## src/rtl/one_bit_shifter.sv

```systemverilog
// Purpose: single-bit shift unit; combinational LSL-by-1 path plus a loadable shift register.
// Latency: shifted/zero are combinational; q and carry_out update one clock after load/shift_en.
// Backpressure: none; every cycle with load or shift_en high is consumed unconditionally.
module one_bit_shifter #(
  parameter int WIDTH = 16
) (
  input  logic             clk,
  input  logic             rst_n,
  input  logic [WIDTH-1:0] to_shift,
  output logic [WIDTH-1:0] shifted,
  input  logic [1:0]       mode,
  input  logic             load,
  input  logic             shift_en,
  output logic [WIDTH-1:0] q,
  output logic             carry_out,
  output logic             zero
);

  typedef enum logic [1:0] {
    MODE_LSL = 2'b00,
    MODE_LSR = 2'b01,
    MODE_ASR = 2'b10,
    MODE_ROL = 2'b11
  } shift_mode_e;

  logic [WIDTH-1:0] shift_q_dat;
  logic             shift_carry_dat;
  logic [WIDTH-1:0] next_q;
  logic             next_carry;

  // Combinational datapath shift: MSB drops off, LSB filled with zero.
  always_comb begin
    shifted = {to_shift[WIDTH-2:0], 1'b0};
  end

  // One-bit shift of the register contents for the selected mode; the
  // outgoing bit becomes the carry. Only consulted when a shift happens,
  // so an undriven mode while idle never reaches the state.
  always_comb begin
    shift_q_dat     = q;
    shift_carry_dat = carry_out;
    unique case (shift_mode_e'(mode))
      MODE_LSL: begin
        shift_q_dat     = {q[WIDTH-2:0], 1'b0};
        shift_carry_dat = q[WIDTH-1];
      end
      MODE_LSR: begin
        shift_q_dat     = {1'b0, q[WIDTH-1:1]};
        shift_carry_dat = q[0];
      end
      MODE_ASR: begin
        shift_q_dat     = {q[WIDTH-1], q[WIDTH-1:1]};
        shift_carry_dat = q[0];
      end
      MODE_ROL: begin
        shift_q_dat     = {q[WIDTH-2:0], q[WIDTH-1]};
        shift_carry_dat = q[WIDTH-1];
      end
      default: begin
        shift_q_dat     = q;
        shift_carry_dat = carry_out;
      end
    endcase
  end

  // Next-state select: load beats shift, otherwise hold.
  always_comb begin
    next_q     = q;
    next_carry = carry_out;
    if (load) begin
      next_q     = to_shift;
      next_carry = 1'b0;
    end else if (shift_en) begin
      next_q     = shift_q_dat;
      next_carry = shift_carry_dat;
    end
  end

  // Register state; reset clears contents immediately, regardless of clock.
  always_ff @(posedge clk or negedge rst_n) begin
    if (!rst_n) begin
      q         <= '0;
      carry_out <= 1'b0;
    end else begin
      q         <= next_q;
      carry_out <= next_carry;
    end
  end

  // Zero flag follows q directly rather than being stored.
  always_comb begin
    zero = (q == '0);
  end

endmodule

```

## config.mk

```make
export PLATFORM = sky130hd
export DESIGN_NAME = one_bit_shifter
export DESIGN_NICKNAME = d
export VERILOG_FILES = /design/src/rtl/one_bit_shifter.sv
export SDC_FILE = /design/constraint.sdc
export NUM_CORES = 1
export LEC_CHECK = 0
export CORE_AREA = 10 10 68 70
export CTS_CLUSTER_DIAMETER = 60
export DETAILED_ROUTE_END_ITERATION = 8
export DIE_AREA = 0 0 78 80
export MAX_ROUTING_LAYER = met4
export PLACE_DENSITY = 0.73
export SYNTH_ARGS = -nofsm -noshare
export SYNTH_HDL_FRONTEND = slang
export SYNTH_SLANG_ARGS = --single-unit
```

## constraint.sdc

```tcl
create_clock -name clk -period 1 [get_ports clk]
set_input_delay 0.15 -clock clk [delete_from_list [all_inputs] [get_ports clk]]
set_output_delay 0.15 -clock clk [all_outputs]
set_load 0.01 [all_outputs]
```

---- Word level (Yosys, flattened, before mapping) ----
Cells that the tools add are included.
operators by class
  equality and inequality tests ........... 4
  mux-type cells .......................... 6
  reductions and logical operators ........ 6
operator list
  operator                                              count
  one-hot mux 16 bit (4 select lines)                   1
  2-to-1 mux 16 bit                                     2
  zero test 16 bit                                      1
  equality test 2 bit (second input constant)           2
  OR reduction 2 bit                                    2
  equality test 2 x 1 -> 1 bit (second input constant)  1
  zero test 2 bit                                       1
  2-to-1 mux 1 bit                                      2
  inequality test 2 bit (second input constant)         1
  one-hot mux 1 bit (2 select lines)                    1
  AND reduction 2 bit                                   1
  nonzero test 2 bit                                    1
word-level totals
  bits in registers ....................... 17
  input bits .............................. 22
  output and inout bits ................... 34
  word-level logic and storage cells ...... 19

---- Longest topological paths before layout ----
  word-level depth ........................ 5
  mapped depth ............................ 6
  depth with buffers taken out ............ 5

---- Worst setup path after synthesis ----
OpenSTA, ideal clock, no wires.
  path kind ............................... in2reg
  start point ............................. input mode[0]
  end point ............................... register q[10]
  arrival time ............................ 1.086 ns
  setup slack ............................. -0.212 ns
  stages .................................. 6
  path buffers ............................ 1
  cell sequence ........................... inv_1 > ha_1 > nor2_1 > nor2_2 > buf_6 > a221o_1
between the ends
  word-level cells in the longest chain between the ends .. 4
RTL lines
  element                                      line  RTL
  start, declared                              11    input logic [1:0] mode,
  equality test 2 bit (tied with other cells)  42    unique case (shift_mode_e'(mode))
  one-hot mux 16 bit (4 select lines) (*)      42
  2-to-1 mux 16 bit (*)                        73    end else if (shift_en) begin
  2-to-1 mux 16 bit (*)                        70    if (load) begin
  end signal, assigned                         85    q <= next_q;
  end, declared                                14    output logic [WIDTH-1:0] q,
Every way passes the cells marked *; elsewhere a longest branch is shown, timed or not. The select of a mux whose other input is x is not followed.
A chain may end at the register's enable or synchronous reset.

---- Worst setup path in the final report ----
  start point ............................. register q[7]
  end point ............................... output zero
between the ends
  word-level cells in the longest chain between the ends .. 1
RTL lines
  element           line  RTL
  zero test 16 bit  92    zero = (q == '0);
  end, declared     16    output logic zero
Every way passes these cells.

==> results.sh <==
export IMPL_die_area_sq_um=6240
export IMPL_min_period_ns=1.561
export IMPL_synthCells=125
export IMPL_power_total_uw=2310
export IMPL_port_buffers=54
export IMPL_cts_made_buffers=3
export IMPL_cp_max_fo=2
export IMPL_clk_latency_ns=0.29
export IMPL_synth_warnings=0
export IMPL_endpoint_kind="output pin"
export IMPL_gp_congestion=0.8551
export IMPL_grt_pass1_vias=1412
export IMPL_synth_nets=151
export IMPL_drcViolationCount=0
export IMPL_cts_buffer_depth=2
export IMPL_avgSynthCellArea_sq_um=9.199
export IMPL_routed_via_density=5.209
export IMPL_cp_startpoint="q[7]"
export IMPL_rows=21
export IMPL_worstReg2RegStart="q[6]"
export IMPL_clkPwrFrac_pct=17.2
export IMPL_yosysSeqAreaShare_pct=37.00
export IMPL_pwr_share_comb_pct=47.2
export IMPL_r2r_slack_ns=-0.28
export IMPL_yosys_area_share_simple_pct=21.65
export IMPL_synth_xor_area_share_pct=0
export IMPL_syn_cell_area_sq_um=1150
export IMPL_cap_violations=0
export IMPL_rsz0062_at_grt="true"
export IMPL_reg2reg_to="q[6]"
export IMPL_wl_per_cell_um=19.19
export IMPL_cp_start_kind="flip-flop"
export IMPL_antenna_found_initial=0
export IMPL_drt_iter0_drc=141
export IMPL_wl_um=4873
export IMPL_min_period_over_period_pct=156.1
export IMPL_maxSlewViolCount=0
export IMPL_fillers=230
export IMPL_ir_drop_v=0.0003992
export IMPL_p_sw_share_pct=33.84
export IMPL_synthTopCellsByArea="dfrtp_1, a221o_1, buf_4, nand2b_1, nand2_1"
export IMPL_die_h_um=80
export IMPL_synthAdderAreaFrac_pct=4.353
export IMPL_r2r_cells=6
export IMPL_leakage_uw=0.001012
export IMPL_cts_tree="yes"
export IMPL_setup_tns_ns=-4.735
export IMPL_arrival_ns=1.41
export IMPL_dp_hpwl_um=3209
export IMPL_insertedDiodeCount=0
export IMPL_ant_nets=0
export IMPL_dieWidth_um=78
export IMPL_setup_slack_ns=-0.5605
export IMPL_grt_first_pass_wirelength_um=7458
export IMPL_hold_path_class="in -> async"
export IMPL_ys_top_cells_by_count="buf_4, dfrtp_1, nand2_1, nand2b_1, a221o_1"
export IMPL_layout_drive_gt1_share_pct=54.81
export IMPL_netlist_area_leader_share_pct=37.00
export IMPL_setup_worst_path_end="zero"
export IMPL_synthMuxAreaShare_pct=0.8705
export IMPL_seq_area_sq_um=425.4
export IMPL_hold_violations=0
export IMPL_synth_cell_types=26
export IMPL_fp_coreArea_sq_um=3284
export IMPL_overflow=0
export IMPL_synth_compound_area_share_pct=21.65
export IMPL_cts_root_buffer="clkbuf_4"
export IMPL_synth_edf_count=0
export IMPL_whs_ns=0.1785
export IMPL_clock_sinks=17
export IMPL_final_nets=235
export IMPL_outcome="complete, but fails checks"
export IMPL_intPower_uw=1528
export IMPL_ioPinCount=56
export IMPL_area_growth_pct=88.57
export IMPL_first_pass_iters=4
export IMPL_cts_clk_slew_worst_paths_ns=0.12
export IMPL_path_class="reg -> out"
export IMPL_multi_input_area_sq_um=739.5
export IMPL_initial_core_util_pct=35.01
export IMPL_synth_area_leader_cell="dfrtp_1"
export IMPL_stdcell_area_sq_um=2168
export IMPL_placed_area_sq_um=1896
export IMPL_synthArstFlopShare_pct=100.0
export IMPL_h_tree_depth=1
export IMPL_power_switching_uw=781.4
export IMPL_synth_ff_type="dfrtp_1"
export IMPL_crit_required_ns=0.85
export IMPL_violations="negative setup slack"
export IMPL_synth_top_family_by_area="compound AO/OA/AOI/OAI gates"
export IMPL_pwr_share_seq_pct=35.6
export IMPL_dr_total_vias=1323
export IMPL_power_density_nw_per_um2=1065
export IMPL_finalSetupViolCount=33
export IMPL_skew_ns=0.002293
export IMPL_grt_max_degree=26
export IMPL_grt_use_total_pct=15.08
export IMPL_fmax_mhz=640.8
export IMPL_synth_seq_cells=17
layer usage:
metal  global-route usage [%]  share of wire (%)  vias up
met5                        -                  0        -
met4                    2.688                  0        0
met3                    3.604                7.6        0
met2                    27.86                 54       75
met1                    16.18                 38      644
li1                         -                  -      604
cell type report:
cell class / instances / share of cell area [%]
clock buffer: 3 / 1.039
clock inverter: 1 / 0.2308
inverter: 2 / 0.3462
multi-input combinational: 85 / 34.10
sequential: 17 / 19.62
tap: 46 / 2.654
timing repair buffer: 100 / 42.01
worst max-delay path, stage by stage, from the launching register on:
cell,delay [ns]
dfrtp_1,0.43
nor4_2,0.31
and4_1,0.24
buf_2,0.14
registers in the layout, indices dropped and copies added, names as in the netlist:
name / cells
q: 16
carry_out: 1
how the worst min path moves through the flow:
stage                     start         to  slack [ns]  cells after the start
after global routing      rst_n       q[5]        0.20                      2
final                     rst_n       q[5]        0.18                      2
after CTS                 rst_n       q[5]        0.20                      2
after global placement    rst_n       q[5]        0.49                      2
after detailed placement  rst_n       q[5]        0.50                      2
after floorplan           rst_n  carry_out       -0.15                      0
layout by cell type (no fill, tap or decap), drive strengths merged, types with 2 or more instances in the layout:
cell | synthesis | routed
buf | 19 | 81
dfrtp | 17 | 17
clkdlybuf4s50 | 0 | 17
nand2b | 16 | 16
nand2 | 15 | 15
o21ai | 15 | 15
a221o | 14 | 14
nor2 | 4 | 5
ha | 4 | 4
nor4 | 4 | 4
clkbuf | 3 | 3
inv | 2 | 2
a211oi | 2 | 2
dlygate4sd2 | 0 | 2
a21oi | 2 | 2
kinds of logic (layout without fill, tap and decap cells):
group / count (synthesis) / after routing
simple gates: 44 / 45
mux: 1 / 1
other cells: 1 / 1
flops: 17 / 17
fa+ha+maj: 4 / 4
compound gates: 34 / 34
buf+inv: 24 / 106
through the flow:
step | util (%) | setup WS, ns | instances
after floorplan | - | -0.09290 | 125
after global placement | 57.71 | -0.7203 | 239
after detailed placement | 57.71 | -0.8039 | 239
after CTS | 63.54 | -0.4891 | 254
after global routing | 66.02 | -0.6207 | 254
final | 66.02 | -0.5605 | 254
timing repair:
| item | 4_1_cts | 5_1_grt |
|---|---|---|
| hold buffers | 0 | 0 |
| pin swaps | 11 | 3 |
| gates cloned | 1 | 0 |
| resized for setup | 205 | 25 |
| endpoints found under the setup margin | 50 | 34 |
| buffers inserted | 14 | 10 |
power by group through the flow:
stage | Clock [uW] | Combinational [uW] | Sequential (uW)
detailed placement | 0 | 863 | 814
CTS | 369 | 1020 | 812
global route | 433 | 1150 | 829
floorplan | 0 | 277 | 883
global placement | 0 | 841 | 811
finish | 398 | 1090 | 822
No activity file was read; power rests on OpenSTA's default activity.
